==> config.mk <==
export PLATFORM = sky130hd
export DESIGN_NAME = biriscv_ram_ctrl
export DESIGN_NICKNAME = d
export VERILOG_FILES = /design/src/rtl/biriscv_ram_pkg.sv /design/src/rtl/biriscv_ram_lane.sv /design/src/rtl/biriscv_ram_ctrl.sv
export SDC_FILE = /design/constraint.sdc
export NUM_CORES = 1
export LEC_CHECK = 0
export BUFFER_PORTS_ARGS = -buffer_cell sky130_fd_sc_hd__clkbuf_2
export CAP_MARGIN = 0
export CORE_AREA = 2 2 72 74
export DETAILED_ROUTE_END_ITERATION = 10
export DIE_AREA = 0 0 74 76
export PLACE_DENSITY = 0.78
export SLEW_MARGIN = 20
export SYNTH_ARGS = -nofsm -noshare
export SYNTH_HDL_FRONTEND = slang
export SYNTH_SLANG_ARGS = --single-unit
==> constraint.sdc <==
create_clock -name clk_i -period 2.79 [get_ports clk_i]
set_input_delay 0 -clock clk_i [delete_from_list [all_inputs] [get_ports clk_i]]
set_output_delay 0 -clock clk_i [all_outputs]
set_load 0.02 [all_outputs]
==> src/rtl/biriscv_ram_pkg.sv <==
// rtl/biriscv_ram_pkg.sv - shared types and constants for the biriscv RAM controller
// Contents: mem_size_e (access size encoding), ctrl_state_e (controller FSM states),
//           BYTES_PER_WORD (byte lanes per RAM word).
package biriscv_ram_pkg;

  typedef enum logic [1:0] {
    SIZE_B    = 2'b00,
    SIZE_H    = 2'b01,
    SIZE_W    = 2'b10,
    SIZE_RSVD = 2'b11
  } mem_size_e;

  typedef enum logic {
    IDLE = 1'b0,
    RESP = 1'b1
  } ctrl_state_e;

  localparam int BYTES_PER_WORD = 4;

endpackage

==> src/rtl/biriscv_ram_lane.sv <==
// rtl/biriscv_ram_lane.sv - byte-lane steering for stores and lane extraction/extension for loads
// Ports:
//   st_off, st_size, st_data  : store byte offset, size and right-justified data
//   st_strb, st_lane_data     : byte strobes and data replicated onto the addressed lanes
//   ld_off, ld_size, ld_unsigned, ld_word : captured load offset/size/extension and RAM word
//   ld_data                   : aligned, extended load result
// Purely combinational.
module biriscv_ram_lane
  import biriscv_ram_pkg::*;
(
  input  logic [1:0]                st_off,
  input  mem_size_e                 st_size,
  input  logic [31:0]               st_data,
  output logic [BYTES_PER_WORD-1:0] st_strb,
  output logic [31:0]               st_lane_data,
  input  logic [1:0]                ld_off,
  input  mem_size_e                 ld_size,
  input  logic                      ld_unsigned,
  input  logic [31:0]               ld_word,
  output logic [31:0]               ld_data
);

  logic [7:0]  ld_byte;
  logic [15:0] ld_half;

  // Replicating the data across lanes means the strobes alone pick the target bytes.
  // A misaligned half/word simply ignores the low offset bits here.
  always_comb begin
    st_strb      = '0;
    st_lane_data = st_data;
    case (st_size)
      SIZE_B: begin
        st_strb      = 4'b0001 << st_off;
        st_lane_data = {4{st_data[7:0]}};
      end
      SIZE_H: begin
        st_strb      = 4'b0011 << {st_off[1], 1'b0};
        st_lane_data = {2{st_data[15:0]}};
      end
      SIZE_W: begin
        st_strb      = 4'b1111;
        st_lane_data = st_data;
      end
      default: begin
        st_strb      = '0;
        st_lane_data = st_data;
      end
    endcase
  end

  always_comb begin
    ld_byte = 8'(ld_word >> {ld_off, 3'b000});
    ld_half = ld_off[1] ? ld_word[31:16] : ld_word[15:0];
    case (ld_size)
      SIZE_B:  ld_data = {{24{~ld_unsigned & ld_byte[7]}}, ld_byte};
      SIZE_H:  ld_data = {{16{~ld_unsigned & ld_half[15]}}, ld_half};
      default: ld_data = ld_word;
    endcase
  end

endmodule

==> src/rtl/biriscv_ram_ctrl.sv <==
// rtl/biriscv_ram_ctrl.sv - LSU-side initiator for a single-port word RAM (one access per cycle)
// Ports:
//   clk_i, rst_i                          : clock, asynchronous active-high reset
//   cpu_valid_i/cpu_ready_o               : request handshake
//   cpu_we_i, cpu_addr_i, cpu_size_i,
//   cpu_unsigned_i, cpu_wdata_i           : request attributes (byte address, right-justified data)
//   rsp_valid_o/rsp_ready_i               : response handshake
//   rsp_rdata_o, rsp_err_o                : load result (0 for stores/faults), fault flag
//   ram_req_o, ram_we_o, ram_addr_o,
//   ram_wdata_o, ram_wstrb_o, ram_rdata_i : word RAM port, read data one cycle after ram_req_o
// Build option: BIRISCV_RAM_CTRL_MISALIGN_ERR_EN - misaligned half/word accesses fault
//   instead of being silently aligned down.
module biriscv_ram_ctrl
  import biriscv_ram_pkg::*;
#(
  parameter int ADDR_WIDTH = 20,
  parameter int DATA_WIDTH = 32
) (
  input  logic                    clk_i,
  input  logic                    rst_i,
  input  logic                    cpu_valid_i,
  output logic                    cpu_ready_o,
  input  logic                    cpu_we_i,
  input  logic [ADDR_WIDTH+1:0]   cpu_addr_i,
  input  logic [1:0]              cpu_size_i,
  input  logic                    cpu_unsigned_i,
  input  logic [DATA_WIDTH-1:0]   cpu_wdata_i,
  output logic                    rsp_valid_o,
  input  logic                    rsp_ready_i,
  output logic [DATA_WIDTH-1:0]   rsp_rdata_o,
  output logic                    rsp_err_o,
  output logic                    ram_req_o,
  output logic                    ram_we_o,
  output logic [ADDR_WIDTH-1:0]   ram_addr_o,
  output logic [DATA_WIDTH-1:0]   ram_wdata_o,
  output logic [3:0]              ram_wstrb_o,
  input  logic [DATA_WIDTH-1:0]   ram_rdata_i
);

  generate
    if (DATA_WIDTH != 32) begin : g_bad_data_width
      $error("biriscv_ram_ctrl: DATA_WIDTH must be 32");
    end
  endgenerate

  ctrl_state_e state, state_nxt;
  logic        cap_we, cap_unsigned, cap_fault;
  logic [1:0]  cap_off;
  mem_size_e   cap_size;

  mem_size_e   req_size;
  logic        req_fault;
  logic        accept;
  logic [3:0]  lane_strb;
  logic [31:0] lane_wdata;
  logic [31:0] load_data;

  assign req_size = mem_size_e'(cpu_size_i);

  always_comb begin
    req_fault = (req_size == SIZE_RSVD);
`ifdef BIRISCV_RAM_CTRL_MISALIGN_ERR_EN
    if ((req_size == SIZE_H) && cpu_addr_i[0])
      req_fault = 1'b1;
    if ((req_size == SIZE_W) && (cpu_addr_i[1:0] != 2'b00))
      req_fault = 1'b1;
`endif
  end

  biriscv_ram_lane u_lane (
    .st_off       (cpu_addr_i[1:0]),
    .st_size      (req_size),
    .st_data      (cpu_wdata_i),
    .st_strb      (lane_strb),
    .st_lane_data (lane_wdata),
    .ld_off       (cap_off),
    .ld_size      (cap_size),
    .ld_unsigned  (cap_unsigned),
    .ld_word      (ram_rdata_i),
    .ld_data      (load_data)
  );

  // State register plus the attributes of the accepted request, which shape its response.
  always_ff @(posedge clk_i or posedge rst_i) begin
    if (rst_i) begin
      state        <= IDLE;
      cap_off      <= 2'b00;
      cap_size     <= SIZE_B;
      cap_unsigned <= 1'b0;
      cap_we       <= 1'b0;
      cap_fault    <= 1'b0;
    end else begin
      state <= state_nxt;
      if (accept) begin
        cap_off      <= cpu_addr_i[1:0];
        cap_size     <= req_size;
        cap_unsigned <= cpu_unsigned_i;
        cap_we       <= cpu_we_i;
        cap_fault    <= req_fault;
      end
    end
  end

  always_comb begin
    state_nxt = state;
    case (state)
      IDLE:    state_nxt = accept ? RESP : IDLE;
      RESP: begin
        if (rsp_ready_i)
          state_nxt = accept ? RESP : IDLE;
      end
      default: state_nxt = IDLE;
    endcase
  end

  // The response slot frees up in the same cycle it is consumed, so a new request can
  // be accepted alongside the handshake. Reset forces ready low since state alone reads IDLE.
  always_comb begin
    rsp_valid_o = (state == RESP);
    cpu_ready_o = ~rst_i & ((state == IDLE) | (rsp_valid_o & rsp_ready_i));
    accept      = cpu_valid_i & cpu_ready_o;
    ram_req_o   = accept & ~req_fault;
    ram_we_o    = ram_req_o & cpu_we_i;
    ram_addr_o  = cpu_addr_i[ADDR_WIDTH+1:2];
    ram_wdata_o = lane_wdata;
    ram_wstrb_o = ram_we_o ? lane_strb : 4'b0000;
    rsp_err_o   = rsp_valid_o & cap_fault;
    rsp_rdata_o = (rsp_valid_o & ~cap_we & ~cap_fault) ? load_data : '0;
  end

endmodule
## Word-level counts from Yosys, hierarchy flattened

Index checks and enable logic that the tools add are counted.

- Logic and storage cells: 41
- Bits of input ports: 94
- Flip-flop bits (word level): 8

- Eq/ne operators: 4
- Reduce and logical (&&, ||, !) cells: 2
- Muxes and demuxes: 9
- Bitwise gates (word level): 17
- Shift-type cells: 3

Operators with widths:

| kind | number |
|---|---|
| $pmux W32 S2 | 2 |
| $mux W32 | 1 |
| $shr A32 B5 Y8 | 1 |
| $mux W16 | 1 |
| $pmux W4 S3 | 1 |
| $and A1 B1 Y1 | 10 |
| $not A1 Y1 | 6 |
| $eq A2 B1 Y1 const B | 2 |
| $eq A2 B2 Y1 const B | 2 |
| $logic_not A2 Y1 | 2 |
| $mux W4 | 1 |
| $shl A1 B2 Y4 const A | 1 |
| $shl A2 B2 Y4 const A | 1 |
| $mux W1 | 2 |
| $pmux W1 S2 | 1 |
| $or A1 B1 Y1 | 1 |

## Longest topological paths before layout

- Depth in word-level cells: 7
- Mapped depth: 6

## By module

Synthesis repeated with hierarchy kept, for this count alone.

- Cells, all modules: 252
- Area, all modules: 2019.4 µm²

By module, submodules not included:

| module | times used | sequential area each (µm²) | area each (µm²) | cells each |
|---|---|---|---|---|
| biriscv_ram_lane | 1 | 0.0 | 1216.2 | 168 |
| biriscv_ram_ctrl | 1 | 200.2 | 803.3 | 84 |

## Worst setup path before layout

OpenSTA, ideal clock, no wires.

- Path type: register to output
- Start point: register state, in the netlist rsp_valid_o
- End point: output rsp_rdata_o[14]
- Data required time: 2.790 ns
- Stages on the path, launching flop included: 5
- Path buffers: 2
- Data arrival time: 1.742 ns
- Slack: 1.048 ns
- Cells stage by stage: dfrtp_1 > or3b_1 > buf_2 > clkbuf_1 > a221oi_1

- Word-level cells in the longest chain between the ends: 3

RTL lines:

| element | line | source |
|---|---|---|
| start, declared | biriscv_ram_ctrl.sv:46 | `ctrl_state_e state, state_nxt;` |
| start signal, assigned | biriscv_ram_ctrl.sv:93 | `state <= state_nxt;` |
| $and A1 B1 Y1 (2 in a row) | biriscv_ram_ctrl.sv:128 | `rsp_rdata_o = (rsp_valid_o & ~cap_we & ~cap_fault) ? load_data : '0;` |
| $mux W32 | biriscv_ram_ctrl.sv:128 |  |
| end, declared | biriscv_ram_ctrl.sv:30 | `output logic [DATA_WIDTH-1:0] rsp_rdata_o,` |

No other way between the ends.

## Worst setup path after layout

- Start point: register cap_size[0]
- End point: output rsp_rdata_o[11]

- Word-level cells in the longest chain between the ends: 3
- Elaborated cells on any way between the ends: 4
- Those cells by class: eq/ne (1); mux (2); reduce/logical (1)

RTL lines:

| element | line | source |
|---|---|---|
| start, declared | biriscv_ram_ctrl.sv:49 | `mem_size_e cap_size;` |
| start signal, assigned | biriscv_ram_ctrl.sv:96 | `cap_size <= req_size;` |
| $eq A2 B1 Y1 or $logic_not A2 Y1 (tied branches) | biriscv_ram_lane.sv:54 | `case (ld_size)` |
| $pmux W32 S2 (*) | biriscv_ram_lane.sv:54 |  |
| $mux W32 (*) | biriscv_ram_ctrl.sv:128 |  |

Every way passes the cells marked *; elsewhere a longest branch is shown, timed or not.

==> impl_metrics.csv <==
group,metric,value,unit
sta,setup_slack,0.5976,ns
cells_and_area,multi_input_area,1104,sq um
placement,io_buffers,146,
yosys,synth-seq-cells,8,
routing,via_per_inst,5.022,
min_path,hp-class,"primary input to output port",
min_path,hold_depth,0,
sta,max_freq,0.4561,GHz
yosys,syn_area,1658,sq um
sta,grt_setup_unrepaired,"false",
sta,setup_violations,0,
cells_and_area,fill_cells,505,
setup_path,cp_max_fo,14,
yosys,syn_area_per_cell,6.995,sq um
placement,pre_cts_ws,0.8400,ns
routing,dr.pass1.iters,4,
floorplan,fp.dieW,74,um
routing,final_antenna_net_count,0,
placement,post-place-cells,411,
grt,grt_max_degree,31,
routing,routed_wl,5469,um
pwr,power.switching,0.3962,mW
cells_and_area,drive_gt1_frac,0.5391,
sta,finalCritPeriodShare,0.7858,
clock_tree,cts_root_buf,"clkbuf_8",
routing,drtIter0Drc,99,
sta,worst_clock_skew,0.0002475,ns
clock_tree,clock_path_buffers,2,
setup_path,rr_endpoint,"cap_off[0]$_DFFE_PP0P_",
setup_path,endpoint_kind,"output port",
setup_path,cp_top_family,"compound AO/OA/AOI/OAI gates",
pwr,switching_share,0.4720,
clock_tree,cts.repair.resized,0,
sta,tns,0,ns
clock_tree,postCtsSetupBuffers,0,
setup_path,worstRegToRegCells,3,
setup_path,arrival,2.19,ns
pwr,clock_power_share,0.160,
placement,dp_hpwl,4530,um
min_path,worstHoldEndpoint,"ram_addr_o[19]",
pwr,seqPwrFrac,0.198,
min_path,hold_start,"cpu_addr_i[21]",
placement,placed_cell_area,2201,sq um
floorplan,core_area,4912,sq um
routing,routed-via-count,2084,
clock_tree,clk_pin_slew,0.04,ns
sta,post-route-min-period,2.192,ns
clock_tree,tritoncts,"built",
pwr,ir_drop,0.1641,mV
floorplan,start_util,0.3375,
floorplan,dieArea,5624,sq um
cells_and_area,num_antenna_cells,0,
cells_and_area,final_common_cell,"clkbuf_2",
setup_path,slowest_stage,"dfrtp_1",
setup_path,crit_chain,"nor3b_4 > a22o_4 > a21oi_4 > a221oi_1 > clkbuf_2",
grt,grt_pass1_vias,1979,
routing,wire_per_inst,13.18,um
cells_and_area,area_growth,35.85,%
yosys,yosysWarnings,0,
floorplan,num_rows,26,
yosys,ys_types,30,
clock_tree,cts.sinks,8,
pwr,leakage,1.326,nW
clock_tree,htree_levels,1,
floorplan,top_level_ports,187,
cells_and_area,nets,441,
clock_tree,hold_buffers,1,
pwr,p_comb_frac,0.642,
cells_and_area,design_area,2252,sq um
sta,slew-limit-headroom,0.5694,
setup_path,worst-path-buf-inv,1,
clock_tree,cts_made_buffers,3,
grt,globalRouteOverflowTotal,0,
sta,tightest_slew,0.6435,ns
grt,grt_pass1_wl,8424,um
grt,grtUsageTotal,0.1839,
floorplan,die_height,76,um
grt,antenna_found_initial,0,
sta,whs,0.00002615,ns
pwr,p_int,0.4432,mW
sta,hold_viol_final,0,
flow_run,drv_cap,0,
pwr,power_density,372.7,nW/um^2
yosys,ys_seq_area_frac,0.1208,
cells_and_area,register_area,200.2,sq um
setup_path,timing.rr.start,"rsp_valid_o$_DFF_PP0_",
cells_and_area,fin_cells,415,
yosys,syn_inst,237,
setup_path,max_stage_delay,0.55,ns
yosys,syn-num-nets,331,
clock_tree,insertion_delay,0.22,ns
sta,final-max-slew-violation-count,0,
routing,drc,0,
setup_path,reg2reg_slack,1.39,ns
run_status,outcome,"finished, final reports clean",
setup_path,critPathKind,"register to output port",
placement,gp_congestion,0.8470,
setup_path,start_kind,"register",
cells_and_area,layout_common_cells,"clkbuf_2 (146), nand2_1 (62), mux2_2 (27)",
setup_path,cp.required,2.79,ns
## synthesized netlist by cell type, drive strengths merged
cell	instances	area, sq um
and3	1	6.260
inv	17	63.81
nand2	62	232.7
a22o	1	17.52
dfrtp	8	200.2
a21oi	7	46.30
and2	2	12.51
mux2	28	319.1
nor3b	1	18.77
nand3	2	10.01
nor2	12	47.55
nor3	2	15.01
mux2i	8	80.08
nand2b	1	6.260
clkbuf	10	37.54
a221oi	9	78.83
o21ai	22	121.4
a222oi	7	70.07
nand4	1	6.260
buf	34	252.7
o22ai	1	6.260
or3b	1	8.760
## cell type report
type	count	share of cell area
Multi-Input combinational cell	168	0.4900
Timing Repair Buffer	149	0.3356
Sequential cell	8	0.08889
Tap cell	70	0.03889
Inverter	17	0.02833
Clock buffer	3	0.01833
## cells by family after synthesis
| logic type | share of synthesized area |
|---|---|
| AND/OR/NAND/NOR | 0.2196 |
| AO/OA/AOI/OAI | 0.2053 |
| flip-flops | 0.1208 |
| multiplexers | 0.2408 |
| buffers and inverters | 0.2136 |
## how the worst max path moves through the flow
stage,start,endpoint,slack [ns],depth (start not counted)
floorplan,rsp_valid_o$_DFF_PP0_,rsp_rdata_o[14],1.05,4
global placement,cap_fault$_DFFE_PP0P_,rsp_rdata_o[29],0.89,5
detailed placement,cap_fault$_DFFE_PP0P_,rsp_rdata_o[29],0.84,5
CTS,cap_fault$_DFFE_PP0P_,rsp_rdata_o[29],0.59,5
global route,cap_off[1]$_DFFE_PP0P_,rsp_rdata_o[20],0.44,5
finish,cap_size[0]$_DFFE_PP0P_,rsp_rdata_o[11],0.60,5
## power groups by stage
| stage | combinational, mW | clock, mW | sequential (mW) |
|---|---|---|---|
| 3_3_place_gp | 0.529 | 0 | 0.168 |
| 4_1_cts | 0.542 | 0.139 | 0.167 |
| 5_1_grt | 0.588 | 0.145 | 0.172 |
| 2_1_floorplan | 0.421 | 0 | 0.155 |
| 6_report | 0.539 | 0.134 | 0.166 |
| 3_5_place_dp | 0.539 | 0 | 0.168 |
## flip-flops by register name, summed over array words and instances (netlist names)
register,count
cap_fault,1
cap_off,2
cap_size,2
cap_unsigned,1
cap_we,1
rsp_valid_o,1
## worst register-to-register path: stages, from the launching register on
cell	delay (ns)
dfrtp_1	0.39
nand2b_1	0.12
nand3_1	0.36
mux2_2	0.42
## metrics by stage
step | utilization | power, mW
2_1_floorplan | - | 0.5754
3_3_place_gp | 0.4480 | 0.6970
3_5_place_dp | 0.4480 | 0.7074
4_1_cts | 0.4585 | 0.8474
5_1_grt | 0.4585 | 0.9038
6_report | 0.4585 | 0.8394
## layer usage
layer,GRT usage,part of all wire
met3,0.02910,0.073
met4,0.08364,0.026
met1,0.1761,0.36
met2,0.3625,0.54
met5,0,0
Note: power is estimated with default switching activity, not from simulation.
